## src/rtl/cpu_pkg.sv

```systemverilog
// Shared CPU package: arbiter state encoding and memory-owner codes.
// Contents:
//   arb_state_t : IDLE / ACCESS / RESP states of the memory arbiter FSM
//   owner_t     : which requester owns the current access (IF or D)
package cpu_pkg;

   typedef enum logic [1:0] {
      IDLE   = 2'd0,
      ACCESS = 2'd1,
      RESP   = 2'd2
   } arb_state_t;

   typedef enum logic {
      OWN_IF = 1'b0,
      OWN_D  = 1'b1
   } owner_t;

endpackage

```

## src/rtl/mem_arbiter_if.sv

```systemverilog
// Handshake and memory bus bundle around mem_arbiter.
// Signals:
//   if_req/if_addr/if_ack          : instruction-fetch read port
//   d_req/d_we/d_addr/d_wdata/d_ack: load/store port
//   rdata                          : shared read-data return (valid with an ack)
//   mem_en/mem_we/mem_addr/mem_wdata/mem_rdata : single-port memory macro side
// Modports:
//   slave  : the arbiter's view
//   master : the CPU requesters plus memory macro (the arbiter's environment)
interface mem_arbiter_if #(
   parameter int unsigned ADDR_W = 8,
   parameter int unsigned DATA_W = 32
);
   logic              if_req;
   logic [ADDR_W-1:0] if_addr;
   logic              if_ack;
   logic              d_req;
   logic              d_we;
   logic [ADDR_W-1:0] d_addr;
   logic [DATA_W-1:0] d_wdata;
   logic              d_ack;
   logic [DATA_W-1:0] rdata;
   logic              mem_en;
   logic              mem_we;
   logic [ADDR_W-1:0] mem_addr;
   logic [DATA_W-1:0] mem_wdata;
   logic [DATA_W-1:0] mem_rdata;

   modport slave (
      input  if_req, if_addr, d_req, d_we, d_addr, d_wdata, mem_rdata,
      output if_ack, d_ack, rdata, mem_en, mem_we, mem_addr, mem_wdata
   );

   modport master (
      output if_req, if_addr, d_req, d_we, d_addr, d_wdata, mem_rdata,
      input  if_ack, d_ack, rdata, mem_en, mem_we, mem_addr, mem_wdata
   );
endinterface

```

## src/rtl/mem_arb_pick.sv

```systemverilog
// Combinational 2-way round-robin picker.
// Ports:
//   req_if, req_d     : raw requests
//   last_grant        : owner of the most recent grant (loses a tie)
//   exclude_valid     : when set, exclude_owner may not be granted
//   exclude_owner     : requester to mask (the owner finishing its access)
//   grant_valid       : some eligible request is present
//   grant_owner       : the chosen requester
module mem_arb_pick
   import cpu_pkg::*;
(
   input  logic   req_if,
   input  logic   req_d,
   input  owner_t last_grant,
   input  logic   exclude_valid,
   input  owner_t exclude_owner,
   output logic   grant_valid,
   output owner_t grant_owner
);
   logic cand_if;
   logic cand_d;

   always_comb begin
      cand_if     = req_if && !(exclude_valid && (exclude_owner == OWN_IF));
      cand_d      = req_d  && !(exclude_valid && (exclude_owner == OWN_D));
      grant_valid = cand_if || cand_d;
      grant_owner = OWN_IF;
      if (cand_if && cand_d)
         grant_owner = (last_grant == OWN_IF) ? OWN_D : OWN_IF;
      else if (cand_d)
         grant_owner = OWN_D;
   end
endmodule

```

## src/rtl/mem_arbiter.sv

```systemverilog
// Arbiter sharing one single-port synchronous memory between the CPU's
// instruction-fetch path and its load/store path.
// Ports:
//   clk, rst : clock and synchronous active-high reset
//   bus      : mem_arbiter_if.slave (requester handshakes + memory macro)
//   busy     : high whenever an access is in flight (state != IDLE)
// Flow: IDLE -> ACCESS (mem_en with latched request) -> RESP (owner ack,
// rdata = mem_rdata). From RESP the other requester is granted directly.
module mem_arbiter
   import cpu_pkg::*;
#(
   parameter int unsigned ADDR_W = 8,
   parameter int unsigned DATA_W = 32
) (
   input  logic          clk,
   input  logic          rst,
   mem_arbiter_if.slave  bus,
   output logic          busy
);
   arb_state_t        state, state_n;
   owner_t            owner_q;
   owner_t            last_grant;
   logic              we_q;
   logic [ADDR_W-1:0] addr_q;
   logic [DATA_W-1:0] wdata_q;

   logic   grant_valid;
   owner_t grant_owner;
   logic   take_grant;

   // In RESP the owner's req is still high; masking it lets only the
   // other requester chain straight into ACCESS.
   mem_arb_pick u_pick (
      .req_if        (bus.if_req),
      .req_d         (bus.d_req),
      .last_grant    (last_grant),
      .exclude_valid (state == RESP),
      .exclude_owner (owner_q),
      .grant_valid   (grant_valid),
      .grant_owner   (grant_owner)
   );

   always_comb begin
      state_n    = state;
      take_grant = 1'b0;
      case (state)
         IDLE: begin
            if (grant_valid) begin
               state_n    = ACCESS;
               take_grant = 1'b1;
            end
         end
         ACCESS: state_n = RESP;
         RESP: begin
            if (grant_valid) begin
               state_n    = ACCESS;
               take_grant = 1'b1;
            end else begin
               state_n = IDLE;
            end
         end
         default: state_n = IDLE;
      endcase
   end

   always_ff @(posedge clk) begin
      if (rst) begin
         state      <= IDLE;
         owner_q    <= OWN_IF;
         last_grant <= OWN_D;
         we_q       <= 1'b0;
         addr_q     <= '0;
         wdata_q    <= '0;
      end else begin
         state <= state_n;
         if (take_grant) begin
            owner_q    <= grant_owner;
            last_grant <= grant_owner;
            if (grant_owner == OWN_D) begin
               we_q    <= bus.d_we;
               addr_q  <= bus.d_addr;
               wdata_q <= bus.d_wdata;
            end else begin
               we_q    <= 1'b0;
               addr_q  <= bus.if_addr;
               wdata_q <= '0;
            end
         end
      end
   end

   always_comb begin
      bus.mem_en    = 1'b0;
      bus.mem_we    = 1'b0;
      bus.mem_addr  = '0;
      bus.mem_wdata = '0;
      bus.if_ack    = 1'b0;
      bus.d_ack     = 1'b0;
      bus.rdata     = '0;
      busy          = (state != IDLE);
      if (state == ACCESS) begin
         bus.mem_en    = 1'b1;
         bus.mem_we    = we_q;
         bus.mem_addr  = addr_q;
         bus.mem_wdata = wdata_q;
      end else if (state == RESP) begin
         bus.if_ack = (owner_q == OWN_IF);
         bus.d_ack  = (owner_q == OWN_D);
         bus.rdata  = bus.mem_rdata;
      end
   end
endmodule

```

## src/flat_wrapper.sv

```systemverilog
// flat-port wrapper written by rule: the top's interface ports become plain ports
module mem_arbiter_flat import cpu_pkg::*;
#(
   parameter int unsigned ADDR_W = 8,
   parameter int unsigned DATA_W = 32
)
  (clk, rst, busy, bus_if_req, bus_if_addr, bus_d_req, bus_d_we, bus_d_addr, bus_d_wdata, bus_mem_rdata, bus_if_ack, bus_d_ack, bus_rdata, bus_mem_en, bus_mem_we, bus_mem_addr, bus_mem_wdata);
  mem_arbiter_if #(.ADDR_W(ADDR_W), .DATA_W(DATA_W)) bus_i ();
  input  logic clk;
  input  logic rst;
  output logic busy;
  input wire logic [$bits(bus_i.if_req)-1:0] bus_if_req;
  input wire logic [$bits(bus_i.if_addr)-1:0] bus_if_addr;
  input wire logic [$bits(bus_i.d_req)-1:0] bus_d_req;
  input wire logic [$bits(bus_i.d_we)-1:0] bus_d_we;
  input wire logic [$bits(bus_i.d_addr)-1:0] bus_d_addr;
  input wire logic [$bits(bus_i.d_wdata)-1:0] bus_d_wdata;
  input wire logic [$bits(bus_i.mem_rdata)-1:0] bus_mem_rdata;
  output wire logic [$bits(bus_i.if_ack)-1:0] bus_if_ack;
  output wire logic [$bits(bus_i.d_ack)-1:0] bus_d_ack;
  output wire logic [$bits(bus_i.rdata)-1:0] bus_rdata;
  output wire logic [$bits(bus_i.mem_en)-1:0] bus_mem_en;
  output wire logic [$bits(bus_i.mem_we)-1:0] bus_mem_we;
  output wire logic [$bits(bus_i.mem_addr)-1:0] bus_mem_addr;
  output wire logic [$bits(bus_i.mem_wdata)-1:0] bus_mem_wdata;
  assign bus_i.if_req = bus_if_req;
  assign bus_i.if_addr = bus_if_addr;
  assign bus_i.d_req = bus_d_req;
  assign bus_i.d_we = bus_d_we;
  assign bus_i.d_addr = bus_d_addr;
  assign bus_i.d_wdata = bus_d_wdata;
  assign bus_i.mem_rdata = bus_mem_rdata;
  assign bus_if_ack = bus_i.if_ack;
  assign bus_d_ack = bus_i.d_ack;
  assign bus_rdata = bus_i.rdata;
  assign bus_mem_en = bus_i.mem_en;
  assign bus_mem_we = bus_i.mem_we;
  assign bus_mem_addr = bus_i.mem_addr;
  assign bus_mem_wdata = bus_i.mem_wdata;
  mem_arbiter #(.ADDR_W(ADDR_W), .DATA_W(DATA_W)) u_core (.clk(clk), .rst(rst), .bus(bus_i), .busy(busy));
endmodule
```

## config.mk

```make
export PLATFORM = sky130hd
export DESIGN_NAME = mem_arbiter_flat
export DESIGN_NICKNAME = d
export VERILOG_FILES = /design/src/rtl/cpu_pkg.sv /design/src/rtl/mem_arbiter_if.sv /design/src/rtl/mem_arb_pick.sv /design/src/rtl/mem_arbiter.sv /design/src/flat_wrapper.sv
export SDC_FILE = /design/constraint.sdc
export NUM_CORES = 1
export LEC_CHECK = 0
export CAP_MARGIN = 0
export CORE_AREA = 2 2 91 93
export CTS_BUF_LIST = sky130_fd_sc_hd__clkbuf_8
export CTS_CLUSTER_SIZE = 16
export DETAILED_ROUTE_END_ITERATION = 10
export DIE_AREA = 0 0 93 95
export GPL_TIMING_DRIVEN = 0
export PLACE_DENSITY = 0.75
export SYNTH_ARGS = -nofsm -noshare
export SYNTH_HDL_FRONTEND = slang
export SYNTH_SLANG_ARGS = --single-unit
export TNS_END_PERCENT = 20
```

## constraint.sdc

```tcl
create_clock -name clk -period 1.7 [get_ports clk]
set_input_delay 0.255 -clock clk [delete_from_list [all_inputs] [get_ports clk]]
set_output_delay 0.255 -clock clk [all_outputs]
set_load 0.02 [all_outputs]
```

After elaboration in Yosys (flattened, before gate mapping) --
Index checks and enable logic that the tools add are counted.
Word-level totals: register bits 45, input bits 85, output and inout port bits 77, word-level logic and storage cells 42
Cells by class: eq/ne operators 3, mux-type cells 21, bitwise gates (word level) 1, reductions and logical operators 11
Operators by type and width (number):
- $mux 32 | 4
- $mux 8 | 2
- $mux 1 | 13
- $pmux 2 s3 | 1
- $logic_and 1x1->1 | 5
- $eq 2x1->1 const B | 1
- $eq 2x2->1 const B | 1
- $logic_not 1->1 | 2
- $logic_not 2->1 | 1
- $mux 2 | 1
- $ne 2x1->1 const B | 1
- $reduce_bool 2->1 | 1
- $reduce_or 2->1 | 1
- $logic_or 1x1->1 | 1
- $not 1->1 | 1

Depth between registers and ports, before layout --
depth in word-level cells 7, depth in mapped cells 7, gate-level depth less buffers 4

Modules after synthesis --
From an unflattened synthesis, not the netlist that was laid out.
Second synthesis, totals: cell total of the unflattened synthesis 288, area, all modules 2244.7 µm²
By module, submodules not included:
- mem_arbiter | times used 1, cells an instance 282, area an instance 2208.4 µm², seq. area each 900.9 µm²
- mem_arb_pick | times used 1, cells an instance 6, area an instance 36.3 µm², seq. area each 0.0 µm²

Worst setup path before layout --
Ideal clock, no wire load.
path kind reg2out, from register u_core.state[0], to output port bus_mem_wdata[19], data arrival time 1405 ps, data required time 1445 ps, setup slack 40 ps, cell stages (with the launch flop) 5, path buffers 1, path through dfxtp_1 -> inv_1 -> nor2_1 -> clkbuf_1 -> and2_1
Between the ends: word-level cells in the longest chain between the ends 2
Ends and longest elaborated chain:
- start: declaration | line mem_arbiter.sv:20 | arb_state_t state, state_n;
- start signal: assignment | line mem_arbiter.sv:75 | state <= state_n;
- $eq 2x1->1 | line mem_arbiter.sv:101 | if (state == ACCESS) begin
- $mux 32 | line mem_arbiter.sv:101
- end: declaration | line flat_wrapper.sv:25 | output wire logic [$bits(bus_i.mem_wdata)-1:0] bus_mem_wdata;
Every way passes these cells.

Worst setup path in the final report --
from register u_core.state[0], to output port bus_mem_wdata[29]
Same word-level chain as after synthesis.

==> summary.md <==
| Metric | Value |
|---|---|
| Status | `finished, final reports clean` |
| Hold-critical path depth | `2` |
| CP cell instances | `inv_4 -> nor2_4 -> buf_12 -> buf_8 -> buf_6 -> and2_4 -> buf_6` |
| Syn-to-layout area delta | `83.6%` |
| Antenna violations before repair | `0` |
| LEAKAGE | `1.89 nW` |
| CP endpoint kind | `output pin` |
| Vias in the first global route | `2359` |
| Worst Hold Path EP | `u_core.addr_q[0]` |
| Cell area after synthesis | `2380 sq um` |
| Largest net degree at the start of global routing | `13` |
| WP buf/inv | `5` |
| Critical path fanouts, max | `7` |
| Post-Place Worst Slack | `-0.784 ns` |
| Clock skew | `0.00557 ns` |
| Synth area leaders | `dfxtp_1, and2_1, a22oi_2, nor2_1, a211oi_2` |
| Slew HR | `61.2%` |
| CP Data Required Time | `1.44 ns` |
| Post-synth EDFFs | `0` |
| Max Root-Sink Buffers | `2` |
| CTS tree | `yes` |
| WL/cell | `14.3 microns` |
| Antenna diodes | `0` |
| Yosys reg bits | `45` |
| Total CTS buffers | `5` |
| Vias per cell | `4.48` |
| HPWL Detailed | `5690 microns` |
| Final setup fails | `0` |
| Number of library cell types mapped by synthesis | `27` |
| Synth Flop Type | `dfxtp_1` |
| Layout cell share with drive strength beyond 1 | `41.1%` |
| Num rows | `33` |
| Sequential fraction of the synthesis area | `37.9%` |
| Slew @ Worst Pin | `0.581 ns` |
| Post-route ant nets | `0` |
| Die area | `8840 sq um` |
| H-tree depth | `2` |
| FMAX | `594 MHz` |
| Setup CP Type | `reg -> out` |
| Routed vias | `2423` |
| Count leader, synth | `and2_1` |
| Worst R2R Path Depth | `7` |
| Arr. time, crit path | `1.43 ns` |
| Ports | `162` |
| R2r endpoint | `u_core.wdata_q[24]` |
| Hold Buf Count CTS | `0` |
| RSZ-0062 raised after global routing | `yes` |
| First-pass GRT wire length | `11500 microns` |
| Commonest cells in the netlist | `and2_1, dfxtp_1, nor2_1` |
| Min-delay src | `rst` |
| Peak supply drop | `0.416 mV` |
| Min Tclk post-route | `1.68 ns` |
| Fillers | `773` |
| Reg2reg start | `u_core.state[0]` |
| Maxcap violations | `0` |
| Avg Cell Area, Syn | `9.47 sq um` |
| Synthesized netlist cell count | `251` |
| Total GRT Usage | `16.1%` |
| Asr flop ratio synth | `0%` |
| Final hold slack | `0.472 ns` |
| Top delay family on crit path | `buffers and inverters` |
| Period utilization | `99.1%` |
| Clock Latency Late Sink | `0.28 ns` |
| Final worst slack | `0.0155 ns` |
| Hold Vio Cnt, Final | `0` |
| Routability congestion estimate | `0.747` |
| Hold Path Class | `in -> reg` |
| CP dominant cell by count | `buf_6` |
| CP Launch Type | `flip-flop` |
| Routed wire length | `7730 microns` |
| Synth area leader | `dfxtp_1` |
| Die height | `95 microns` |
| Slowest-stage cell, CP | `dfxtp_4` |
| Worst path depth | `7` |
| Net Count, Synth | `336` |
| Chip width | `93 microns` |
| Sink Count | `45` |
| Clock root buffer | `clkbuf_8` |
| Flop2flop setup slack | `0.11 ns` |
| Crit path largest cell delay | `0.38 ns` |
| Final Max Tran Viols | `0` |
| Top cell type's share of synthesized area | `37.9%` |
| TritonRoute pass-1 iters | `4` |
| Power density over the cells | `613 nW/um^2` |
| Nets@finish | `520` |
| Drt drc | `0` |
| Core area | `7930 sq um` |
| # port buffers | `160` |
| Effective utilization at floorplan | `30.0%` |
| Clock transition at path regs | `0.08 ns` |
| Synthesis Warnings | `0` |
| DRT iter0 DRCs | `49` |
| Remaining global-route overflow | `0` |
## timing repair
item | 4_1_cts | 5_1_grt
gates resized for setup | 273 | 154
gates cloned | 1 | 6
pin swaps | 2 | 8
setup buffers | 10 | 3
setup endpoints to repair | 105 | 93
## worst reg2reg max path, cell delays in order (launching register included)
cell     delay (ns)
dfxtp_4        0.37
buf_4          0.14
buf_4          0.13
a311o_1        0.28
buf_6          0.15
buf_6          0.15
a22oi_2        0.20
nor2_1         0.05
## cells in the final DEF, fill, tap and decap left out, drive strengths merged
| cell | instances |
|---|---|
| inv | 5 |
| nand2b | 1 |
| o211ai | 1 |
| dlygate4sd2 | 2 |
| clkbuf | 14 |
| or2 | 1 |
| nand2 | 3 |
| nor2b | 2 |
| a211o | 1 |
| a22oi | 33 |
| mux2i | 8 |
| o2111a | 1 |
| dfxtp | 45 |
| a311o | 1 |
| clkdlybuf4s50 | 82 |
| a21oi | 1 |
| nor3 | 1 |
| and2 | 73 |
| nand3b | 1 |
| clkdlybuf4s15 | 10 |
| a211oi | 8 |
| nor2 | 45 |
| and2b | 1 |
| buf | 95 |
| a311oi | 1 |
## sequential cells by signal, indices dropped and copies added, names as in the netlist
signal             cells
u_core.addr_q          8
u_core.last_grant      1
u_core.owner_q         1
u_core.state           2
u_core.wdata_q        32
u_core.we_q            1
## power by group
group,switching (mW),total (mW),internal [mW]
clock network,0.331,0.606,0.274
registers,0.0447,1.17,1.13
logic,0.402,0.896,0.495
## routing by layer
| layer | wire [microns] | vias to the layer above | track usage, % | part of all wire [%] |
|---|---|---|---|---|
| met5 | 0 | - | 0 | 0 |
| met4 | 21 | 0 | 1.84 | 0.27 |
| met3 | 396 | 5 | 3.59 | 5.1 |
| met2 | 4010 | 74 | 27.8 | 52 |
| met1 | 3300 | 1134 | 21.5 | 43 |
| li1 | - | 1210 | - | - |
## final cells by class
cell class | instances | area (sq um) | area share [%]
flip-flops and latches | 45 | 910 | 20.9
clock inverters | 3 | 11.3 | 0.258
well taps | 105 | 131 | 3.01
clock buffers | 5 | 68.8 | 1.58
repair buffers | 178 | 1670 | 38.2
multi-input cells | 183 | 1400 | 32.2
inverters | 2 | 10.0 | 0.229
plain buffers | 20 | 163 | 3.73
## per-stage QoR
step | area, sq um | std cells | total power [mW] | util, % | TNS [ns]
floorplan | 2380 | 251 | 1.61 | - | 0
global placement | 4110 | 516 | 1.98 | 51.8 | -46.87
detailed placement | 4110 | 516 | 2.00 | 51.8 | -50.54
CTS | 4390 | 535 | 2.66 | 55.4 | -6.56
global route | 4360 | 541 | 2.82 | 55.0 | -0.735
finish | 4360 | 541 | 2.67 | 55.0 | 0
## worst max path at each step
| stage | startpoint | slack [ns] | endpoint |
|---|---|---|---|
| detailed placement | u_core.state[0] | -0.78 | bus_mem_wdata[31] |
| global route | u_core.state[0] | -0.06 | bus_mem_wdata[29] |
| floorplan | u_core.state[0] | 0.04 | bus_mem_wdata[19] |
| finish | u_core.state[0] | 0.02 | bus_mem_wdata[29] |
| global placement | u_core.state[0] | -0.76 | bus_mem_wdata[31] |
| CTS | u_core.state[1] | -0.13 | bus_mem_wdata[20] |
## kinds of logic after synthesis
kind of cell,after synthesis,share of synthesized area [%]
AOI/OAI and AO/OA,47,24.0
buffers and inverters,24,5.74
DFF,45,37.9
muxes,8,3.37
and+or+nand+nor,127,29.0
No activity file was read; power rests on OpenSTA's default activity.
